===== config.mk =====
export PLATFORM = sky130hd
export DESIGN_NAME = subtraction_seq
export DESIGN_NICKNAME = d
export VERILOG_FILES = /design/src/rtl/subtraction_seq.sv
export SDC_FILE = /design/constraint.sdc
export NUM_CORES = 1
export LEC_CHECK = 0
export CAP_MARGIN = 20
export CORE_ASPECT_RATIO = 1.2
export CORE_MARGIN = 10
export CORE_UTILIZATION = 49
export DETAILED_ROUTE_END_ITERATION = 7
export PLACE_DENSITY = 0.84
export SLEW_MARGIN = 10
export SYNTH_ARGS = -nofsm -noshare
export SYNTH_HDL_FRONTEND = slang
export SYNTH_SLANG_ARGS = --single-unit
export TNS_END_PERCENT = 1

===== constraint.sdc =====
create_clock -name clk -period 2.8 [get_ports clk]
set_input_delay 0.56 -clock clk [delete_from_list [all_inputs] [get_ports clk]]
set_output_delay 0.56 -clock clk [all_outputs]
set_load 0.05 [all_outputs]

===== src/rtl/subtraction_seq.sv =====
// Two-cycle split subtractor: out_d = inp_a - inp_b - b_in, low half then high half.
// Define SUB_FLAGS_EN to compute the zero/negative/overflow flags; otherwise they read 0.
module subtraction_seq #(
  parameter int WIDTH = 64
) (
  input  logic             clk,
  input  logic             rst_n,
  input  logic             in_valid,
  output logic             in_ready,
  input  logic [WIDTH-1:0] inp_a,
  input  logic [WIDTH-1:0] inp_b,
  input  logic             b_in,
  output logic             out_valid,
  input  logic             out_ready,
  output logic [WIDTH-1:0] out_d,
  output logic             out_borrow,
  output logic             out_zero,
  output logic             out_neg,
  output logic             out_ovf
);

  localparam int HALF = WIDTH / 2;

  typedef enum logic [1:0] {IDLE, LO, HI, DONE} state_t;

  state_t            state;
  state_t            state_nxt;
  logic [WIDTH-1:0]  a_r;
  logic [WIDTH-1:0]  b_r;
  logic              bin_r;
  logic [HALF-1:0]   d_lo_r;
  logic              c_lo_r;
  logic              accept;
  logic              take;
  logic [HALF:0]     lo_sum;
  logic [HALF:0]     hi_sum;
  logic [WIDTH-1:0]  diff;

  // Handshake: a transfer happens on a rising edge where valid && ready; valid never
  // depends on ready, and a producer holds its data until the transfer happens.
  assign accept = in_valid && in_ready;
  assign take   = out_valid && out_ready;

  // State register
  always_ff @(posedge clk or negedge rst_n) begin
    if (!rst_n) state <= IDLE;
    else        state <= state_nxt;
  end

  // Next-state logic
  always_comb begin
    state_nxt = state;
    case (state)
      IDLE:    if (accept) state_nxt = LO;
      LO:      state_nxt = HI;
      HI:      state_nxt = DONE;
      DONE:    if (take) state_nxt = IDLE;
      default: state_nxt = IDLE;
    endcase
  end

  // Output logic
  always_comb begin
    in_ready  = (state == IDLE);
    out_valid = (state == DONE);
  end

  // Subtraction as a + ~b + carry; borrow-in inverts into the low carry-in.
  assign lo_sum = {1'b0, a_r[HALF-1:0]} + {1'b0, ~b_r[HALF-1:0]} + {{HALF{1'b0}}, ~bin_r};
  assign hi_sum = {1'b0, a_r[WIDTH-1:HALF]} + {1'b0, ~b_r[WIDTH-1:HALF]} + {{HALF{1'b0}}, c_lo_r};
  assign diff   = {hi_sum[HALF-1:0], d_lo_r};

  always_ff @(posedge clk or negedge rst_n) begin
    if (!rst_n) begin
      a_r        <= '0;
      b_r        <= '0;
      bin_r      <= 1'b0;
      d_lo_r     <= '0;
      c_lo_r     <= 1'b0;
      out_d      <= '0;
      out_borrow <= 1'b0;
    end else begin
      if (state == IDLE && accept) begin
        a_r   <= inp_a;
        b_r   <= inp_b;
        bin_r <= b_in;
      end
      if (state == LO) begin
        d_lo_r <= lo_sum[HALF-1:0];
        c_lo_r <= lo_sum[HALF];
      end
      if (state == HI) begin
        out_d      <= diff;
        out_borrow <= ~hi_sum[HALF];
      end
    end
  end

`ifdef SUB_FLAGS_EN
  always_ff @(posedge clk or negedge rst_n) begin
    if (!rst_n) begin
      out_zero <= 1'b0;
      out_neg  <= 1'b0;
      out_ovf  <= 1'b0;
    end else if (state == HI) begin
      out_zero <= (diff == '0);
      out_neg  <= diff[WIDTH-1];
      out_ovf  <= (a_r[WIDTH-1] != b_r[WIDTH-1]) && (diff[WIDTH-1] != a_r[WIDTH-1]);
    end
  end
`else
  assign out_zero = 1'b0;
  assign out_neg  = 1'b0;
  assign out_ovf  = 1'b0;
`endif

endmodule


==> out/qor.yml, run 1 <==
outcome:
  status: "complete, but fails checks"
  violations: "negative setup slack"
final_layout:
  nets: 1504
  finalNonFillerCells: 1637
  multi_input_area_um2: 6041
  area_delta_synth_final_pct: 31.46
  post_route_cells_drive_above_1_share: 0.2658
  fillers: 1785
  regArea_um2: 5731
  antenna_cells: 0
yosys:
  synth_top_family_by_area: "multiplexers"
  yosysTopAreaCell: "dfrtp_1"
  synthFlopType: "dfrtp_1"
  synth_fa_ha_area_frac: 0.07481
  synth-simple-area-share: 0.06541
  yosysSeqAreaShare: 0.4732
  synth_cell_types: 69
  synth_edf_count: 0
  muxShareOfSynthArea: 0.1923
  yosys-top-cells-area: "dfrtp_1 (47%), mux2_2 (19%), ha_1 (6.8%)"
  syn_avg_cell_area_um2: 11.52
  synth-compound-area-share: 0.1187
  async_reset_ff_frac: 1.000
  netlist_area_um2: 12110
  ys_ff_latch: 229
  yosysWarnings: 0
  yosys.area.top_type_share: 0.4732
  postSynthCellCount: 1051
  synth_xor_xnor_area_share: 0.03255
timing:
  finalWorstSetupSlack_ns: -0.1788
  tightest_slew_ns: 0.6462
  period_minus_slack_ns: 2.979
  rsz0062_at_grt: "true"
  skew_ns: 0.01177
  whs_ns: 0.05271
  relSlewSlack: 0.5692
  hold_violations: 0
  fin_crit_sh: 1.064
  fmax_mhz: 335.7
  setup_viol: 11
  slew_violations: 0
worst_setup_path:
  critPathRequiredTime_ns: 3.19
  criticalPathCategory: "flop to flop"
  r2r_slack_ns: -0.18
  cp_max_fo: 4
  cp-end-kind: "flop"
  worst_setup_path_start_kind: "flop"
  cp.arrival_ns: 3.37
run:
  cap_viol_max_count: 0
floorplanning:
  die_width_um: 163.5
  start_util: 0.5019
  num_io_pins: 203
  core_area_um2: 24130
  die_area_um2: 31430
  rows: 62
  dieHeight_um: 192.2
cts:
  cts-root-buf: "clkbuf_16"
  clkSinkCount: 229
  clock_latency_ns: 0.51
  clockBufferDepth: 3
  ctsHoldBuffers: 0
  cts_tree: "built"
  clk_pin_slew_ns: 0.06
  cts.htree.levels: 1
  cts_buffers: 24
placed_design:
  hpwl_um: 22780
  place_congestion: 0.8880
  dp.cells: 1592
  portBuffers: 199
route:
  drt-total-wl_um: 30460
  drc_errors: 0
  via_per_inst: 5.494
  vias: 8994
  wl_per_cell_um: 18.61
  drt_iter0_drc: 443
  ant_nets: 0
  dr.pass1.iters: 5
global_route:
  grt_max_degree: 79
  grt_overflow: 0
  grt.total_usage: 0.1902
  grt_pass1_vias: 9840
  grt_pass1_wl_um: 49260
  antenna_found_initial: 2
hold_path:
  hold_path.class: "input port to async pin"
[routing by layer]
layer	track usage	up-vias	part of all wire
li1	-	4229	-
met1	0.2174	4468	0.39
met2	0.3529	245	0.52
met3	0.04284	48	0.063
met4	0.04061	4	0.016
met5	0	-	0.0011
[what timing repair did]
| action | CTS | global route |
|---|---|---|
| pin swaps | 12 | 12 |
| buffers inserted | 1 | 2 |
| hold endpoints to repair | 0 | 0 |
| endpoints found under the setup margin | 27 | 32 |
| gates resized for setup | 21 | 27 |
[cells in the mapped netlist, types with 5 or more instances]
cell type and n:
o21bai_1 11, a31oi_1 10, nand2_1 48, o21a_1 12, o21ai_1 5, xnor2_1 28, a21oi_1 54, nand3_1 14
nand2b_1 5, o21ai_0 34, o211ai_1 6, inv_1 89, a21o_1 27, o31ai_1 7, nor3_1 11, nor2_1 33
and2_1 8, mux2_2 205, xor2_1 17, nand4_1 9, clkbuf_1 27, a211oi_1 6, dfrtp_1 229, ha_1 66
and3_1 6, nor2b_1 11
[worst paths after layout]
kind	startpoint	to	cells after the start
setup / recovery	c_lo_r$_DFFE_PN0N_	out_d[60]$_DFFE_PN0P_	12
hold / removal	rst_n	a_r[5]$_DFFE_PN0P_	1
setup reg to reg	c_lo_r$_DFFE_PN0N_	out_d[60]$_DFFE_PN0P_	12
hold reg to reg	d_lo_r[17]$_DFFE_PN0N_	d_lo_r[17]$_DFFE_PN0N_	2
max in group asynchronous	rst_n	out_d[32]$_DFFE_PN0P_	2
min in group clk	d_lo_r[17]$_DFFE_PN0N_	d_lo_r[17]$_DFFE_PN0N_	2
[registers in the layout (all words and copies together), names as in the netlist]
register / flops
state: 2
out_borrow: 1
bin_r: 1
c_lo_r: 1
d_lo_r: 32
b_r: 64
out_d: 64
a_r: 64
[logic make-up (layout without fill, tap and decap cells)]
logic type	count (synthesis)	count (layout)
adders and majority gates	70	70
muxes	207	207
and+or+nand+nor	161	161
xor gates and xnor gates	45	45
DFF	229	229
buffers and inverters	125	389
AOI/OAI and AO/OA	213	213
other	1	3
[area by class of cell]
| class | instances | area share |
|---|---|---|
| timing repair buffer | 258 | 0.1576 |
| sequential | 229 | 0.3600 |
| tap | 320 | 0.02515 |
| multi-input combinational | 699 | 0.3795 |
| inverter | 89 | 0.02099 |
| clock inverter | 8 | 0.01352 |
| clock buffer | 34 | 0.04331 |
[critical path: stages (launching register included)]
cell and delay (ns):
dfrtp_1 0.39, inv_2 0.07, fa_2 0.22, fa_2 0.24
nor2b_4 0.05, o31a_1 0.26, o31a_1 0.28, o21a_2 0.24
a211oi_4 0.35, o21ai_4 0.12, a211oi_2 0.28, xnor2_1 0.09
mux2_2 0.26
[stage by stage]
stage                 util  cell area, um2  setup TNS [ns]  worst slack, ns
global route        0.6598           15920          -3.124          -0.2737
detailed placement  0.6146           14830          -3.698          -0.2984
finish              0.6598           15920         -0.7889          -0.1788
CTS                 0.6552           15810          -1.099          -0.1519
global placement    0.6146           14830          -1.878          -0.1919
floorplan                -           12120               0          0.03708
[cells in the final DEF, fill, tap and decap left out, drive strengths merged, types with 12 or more instances in the layout]
cell type and n:
a21o 27, a21oi 55, buf 60, clkbuf 34
clkdlybuf4s50 197, dfrtp 229, ha 66, inv 89
mux2 205, nand2 48, nand3 14, nor2 33
nor2b 12, o21a 13, o21ai 40, xnor2 28
xor2 17
Power of run 1 is not shown: default switching activity piles up to over one toggle a cycle in this logic, so the estimate is an artifact.
==> run 2: changes to the inputs <==
Settings changed: PLACE_DENSITY 0.84 to 0.77.
==> out/qor.yml, run 2 (synthesized netlist as in run 1, its figures left out) <==
outcome:
  status: "complete, but fails checks"
  violations: "negative setup slack"
cts:
  ctsHoldBuffers: 0  # unchanged
  cts_buffers: 25  # +4.2%
  clkSinkCount: 229  # unchanged
  cts_tree: "built"
  clk_pin_slew_ns: 0.06  # about the same
  cts.htree.levels: 1  # unchanged
  post_cts_buffers: 0  # -1
  clock_latency_ns: 0.53  # +0.02 ns
  cts-root-buf: "clkbuf_16"
  clockBufferDepth: 3  # unchanged
final_layout:
  final_util: 0.6552  # -0.004616
  finalNonFillerCells: 1640  # +0.18%
  post_route_cells_drive_above_1_share: 0.2625  # -0.003237
  layout_commonest_cell: "dfrtp_1"
  area_delta_synth_final_pct: 30.54
  top_regs: "a_r x64, b_r x64, out_d x64"
  layout_common_cells: "dfrtp_1 (229), mux2_2 (205), clkdlybuf4s50_1 (197)"
  nets: 1502  # -0.13%
worst_setup_path:
  slowest_delay_ns: 0.39  # about the same
  criticalPathCategory: "flop to flop"
  path_buf_inv: 1  # unchanged
  cp.arrival_ns: 3.33  # -0.04 ns
  endpoint: "out_d[60]$_DFFE_PN0P_"
  critPathTopFamily: "compound AO/OA/AOI/OAI gates"
  r2r_slack_ns: -0.13  # +0.05 ns
  cp-end-kind: "flop"
  timing.rr.start: "a_r[32]$_DFFE_PN0P_"
  crit_path_start: "a_r[32]$_DFFE_PN0P_"
  r2r_end: "out_d[60]$_DFFE_PN0P_"
  worst_setup_path_start_kind: "flop"
  cp_max_fo: 4  # unchanged
  cp.depth: 12  # unchanged
  rr_worst_depth: 12  # unchanged
  critPathRequiredTime_ns: 3.21  # +0.02 ns
  worstPathCellList: "inv_2 -> fa_2 -> fa_2 -> nor2b_4 -> o31a_1 -> o31a_1 -> o21a_2 -> a211oi_4 -> o21ai_4 -> a211oi_2 -> xnor2_1 -> mux2_2"
  slowest_stage: "dfrtp_1"
route:
  vias: 8828  # -1.8%
  met2WireLength_um: 14840  # -7.2%
  drt_iter0_drc: 481  # +8.6%
  ant_nets: 0  # unchanged
  highest_layer: "met5"
  wl_per_cell_um: 17.85  # -4.1%
  drc_errors: 0  # unchanged
  via_per_inst: 5.383  # -2.0%
  drt-met1-wl_um: 11950  # -0.54%
  wl_met3_um: 1812  # -5.9%
  dr.pass1.iters: 4  # -1
  drt-total-wl_um: 29270  # -3.9%
timing:
  period_minus_slack_ns: 2.927  # -0.05135 ns
  fmax_mhz: 341.6  # +1.8%
  rsz0062_at_grt: "true"
  hold_violations: 0  # unchanged
  slew_violations: 0  # unchanged
  finalWorstSetupSlack_ns: -0.1275  # +0.05135 ns
  fin_crit_sh: 1.046  # -0.01834
  tightest_slew_ns: 0.6868  # +0.04058 ns
  setup_viol: 7  # -4
  relSlewSlack: 0.5422  # -0.02705
  setup_tns_ns: -0.4662  # +0.3228 ns
  skew_ns: 0.01638  # +0.004608 ns
global_route:
  grt_overflow: 0  # unchanged
  grt_pass1_wl_um: 47490  # -3.6%
  grt_max_degree: 88  # +11%
  antenna_found_initial: 3  # +1
  grt.total_usage: 0.1826  # -0.007665
  grt_pass1_vias: 9519  # -3.3%
floorplanning:
  start_util: 0.5019  # unchanged
  rows: 62  # unchanged
  core_area_um2: 24130  # unchanged
  die_area_um2: 31430  # unchanged
  dieHeight_um: 192.2  # unchanged
  die_width_um: 163.5  # unchanged
  num_io_pins: 203  # unchanged
run:
  cap_viol_max_count: 0  # unchanged
placed_design:
  place_congestion: 0.8739  # -1.6%
  dp.cells: 1592  # unchanged
  portBuffers: 199  # unchanged
  hpwl_um: 22000  # -3.4%
  pre_cts_slack_ns: -0.2564  # +0.04208 ns
hold_path:
  hold_path.class: "input port to async pin"
-- run 2: changes by cell type in the layout (fill, tap and decap cells not counted), sizes merged --
cell    previous run  this run
bufinv             7         2
buf               60        57
inv               89        90
clkinv             1         4
diode              0         2
clkbuf            34        39
-- run 2: area by class of cell --
type	count	area, um2
Fill cell	1856	8318
Multi-Input combinational cell	699	6017
Sequential cell	229	5731
Timing Repair Buffer	255	2470
Clock buffer	39	758.2
Tap cell	320	400.4
Inverter	89	334.1
Clock inverter	7	92.59
Antenna cell	2	5.005
-- run 2: worst min path at each step --
stage	start	slack, ns	endpoint
CTS	rst_n	0.08	a_r[6]$_DFFE_PN0P_
global route	rst_n	0.1	bin_r$_DFFE_PN0P_
finish	rst_n	0.06	a_r[3]$_DFFE_PN0P_
global placement	d_lo_r[13]$_DFFE_PN0N_	0.46	d_lo_r[13]$_DFFE_PN0N_
floorplan	rst_n	0.26	a_r[0]$_DFFE_PN0P_
detailed placement	d_lo_r[13]$_DFFE_PN0N_	0.46	d_lo_r[13]$_DFFE_PN0N_
-- run 2: per-stage QoR --
step | hold WS [ns] | instance area (um2)
after floorplan | 0.2644 | 12120
after global placement | 0.4552 | 14810
after detailed placement | 0.4604 | 14810
after CTS | 0.08035 | 15740
after global routing | 0.09936 | 15800
final | 0.05813 | 15810
-- run 2: repair_timing --
action / in CTS / in global routing
pin swaps: 8 / 7
endpoints found under the hold margin: 0 / 0
setup endpoints to repair: 28 / 34
gates resized for setup: 22 / 16
-- run 2: metal layers --
layer / track usage / vias to the layer above
met1: 0.2115 / 4331
met2: 0.3277 / 200
li1: - / 4244
met5: 0 / -
met3: 0.04562 / 51
met4: 0.04852 / 2
-- run 2: worst register-to-register path, cell delays in order, from the launching register on --
cell and delay, ns:
dfrtp_1 0.39, inv_2 0.07, fa_2 0.22, fa_2 0.24, nor2b_4 0.05, o31a_1 0.25
o31a_1 0.27, o21a_2 0.25, a211oi_4 0.31, o21ai_4 0.12, a211oi_2 0.29, xnor2_1 0.10
mux2_2 0.26
Power of run 2 is left out for the same reason.
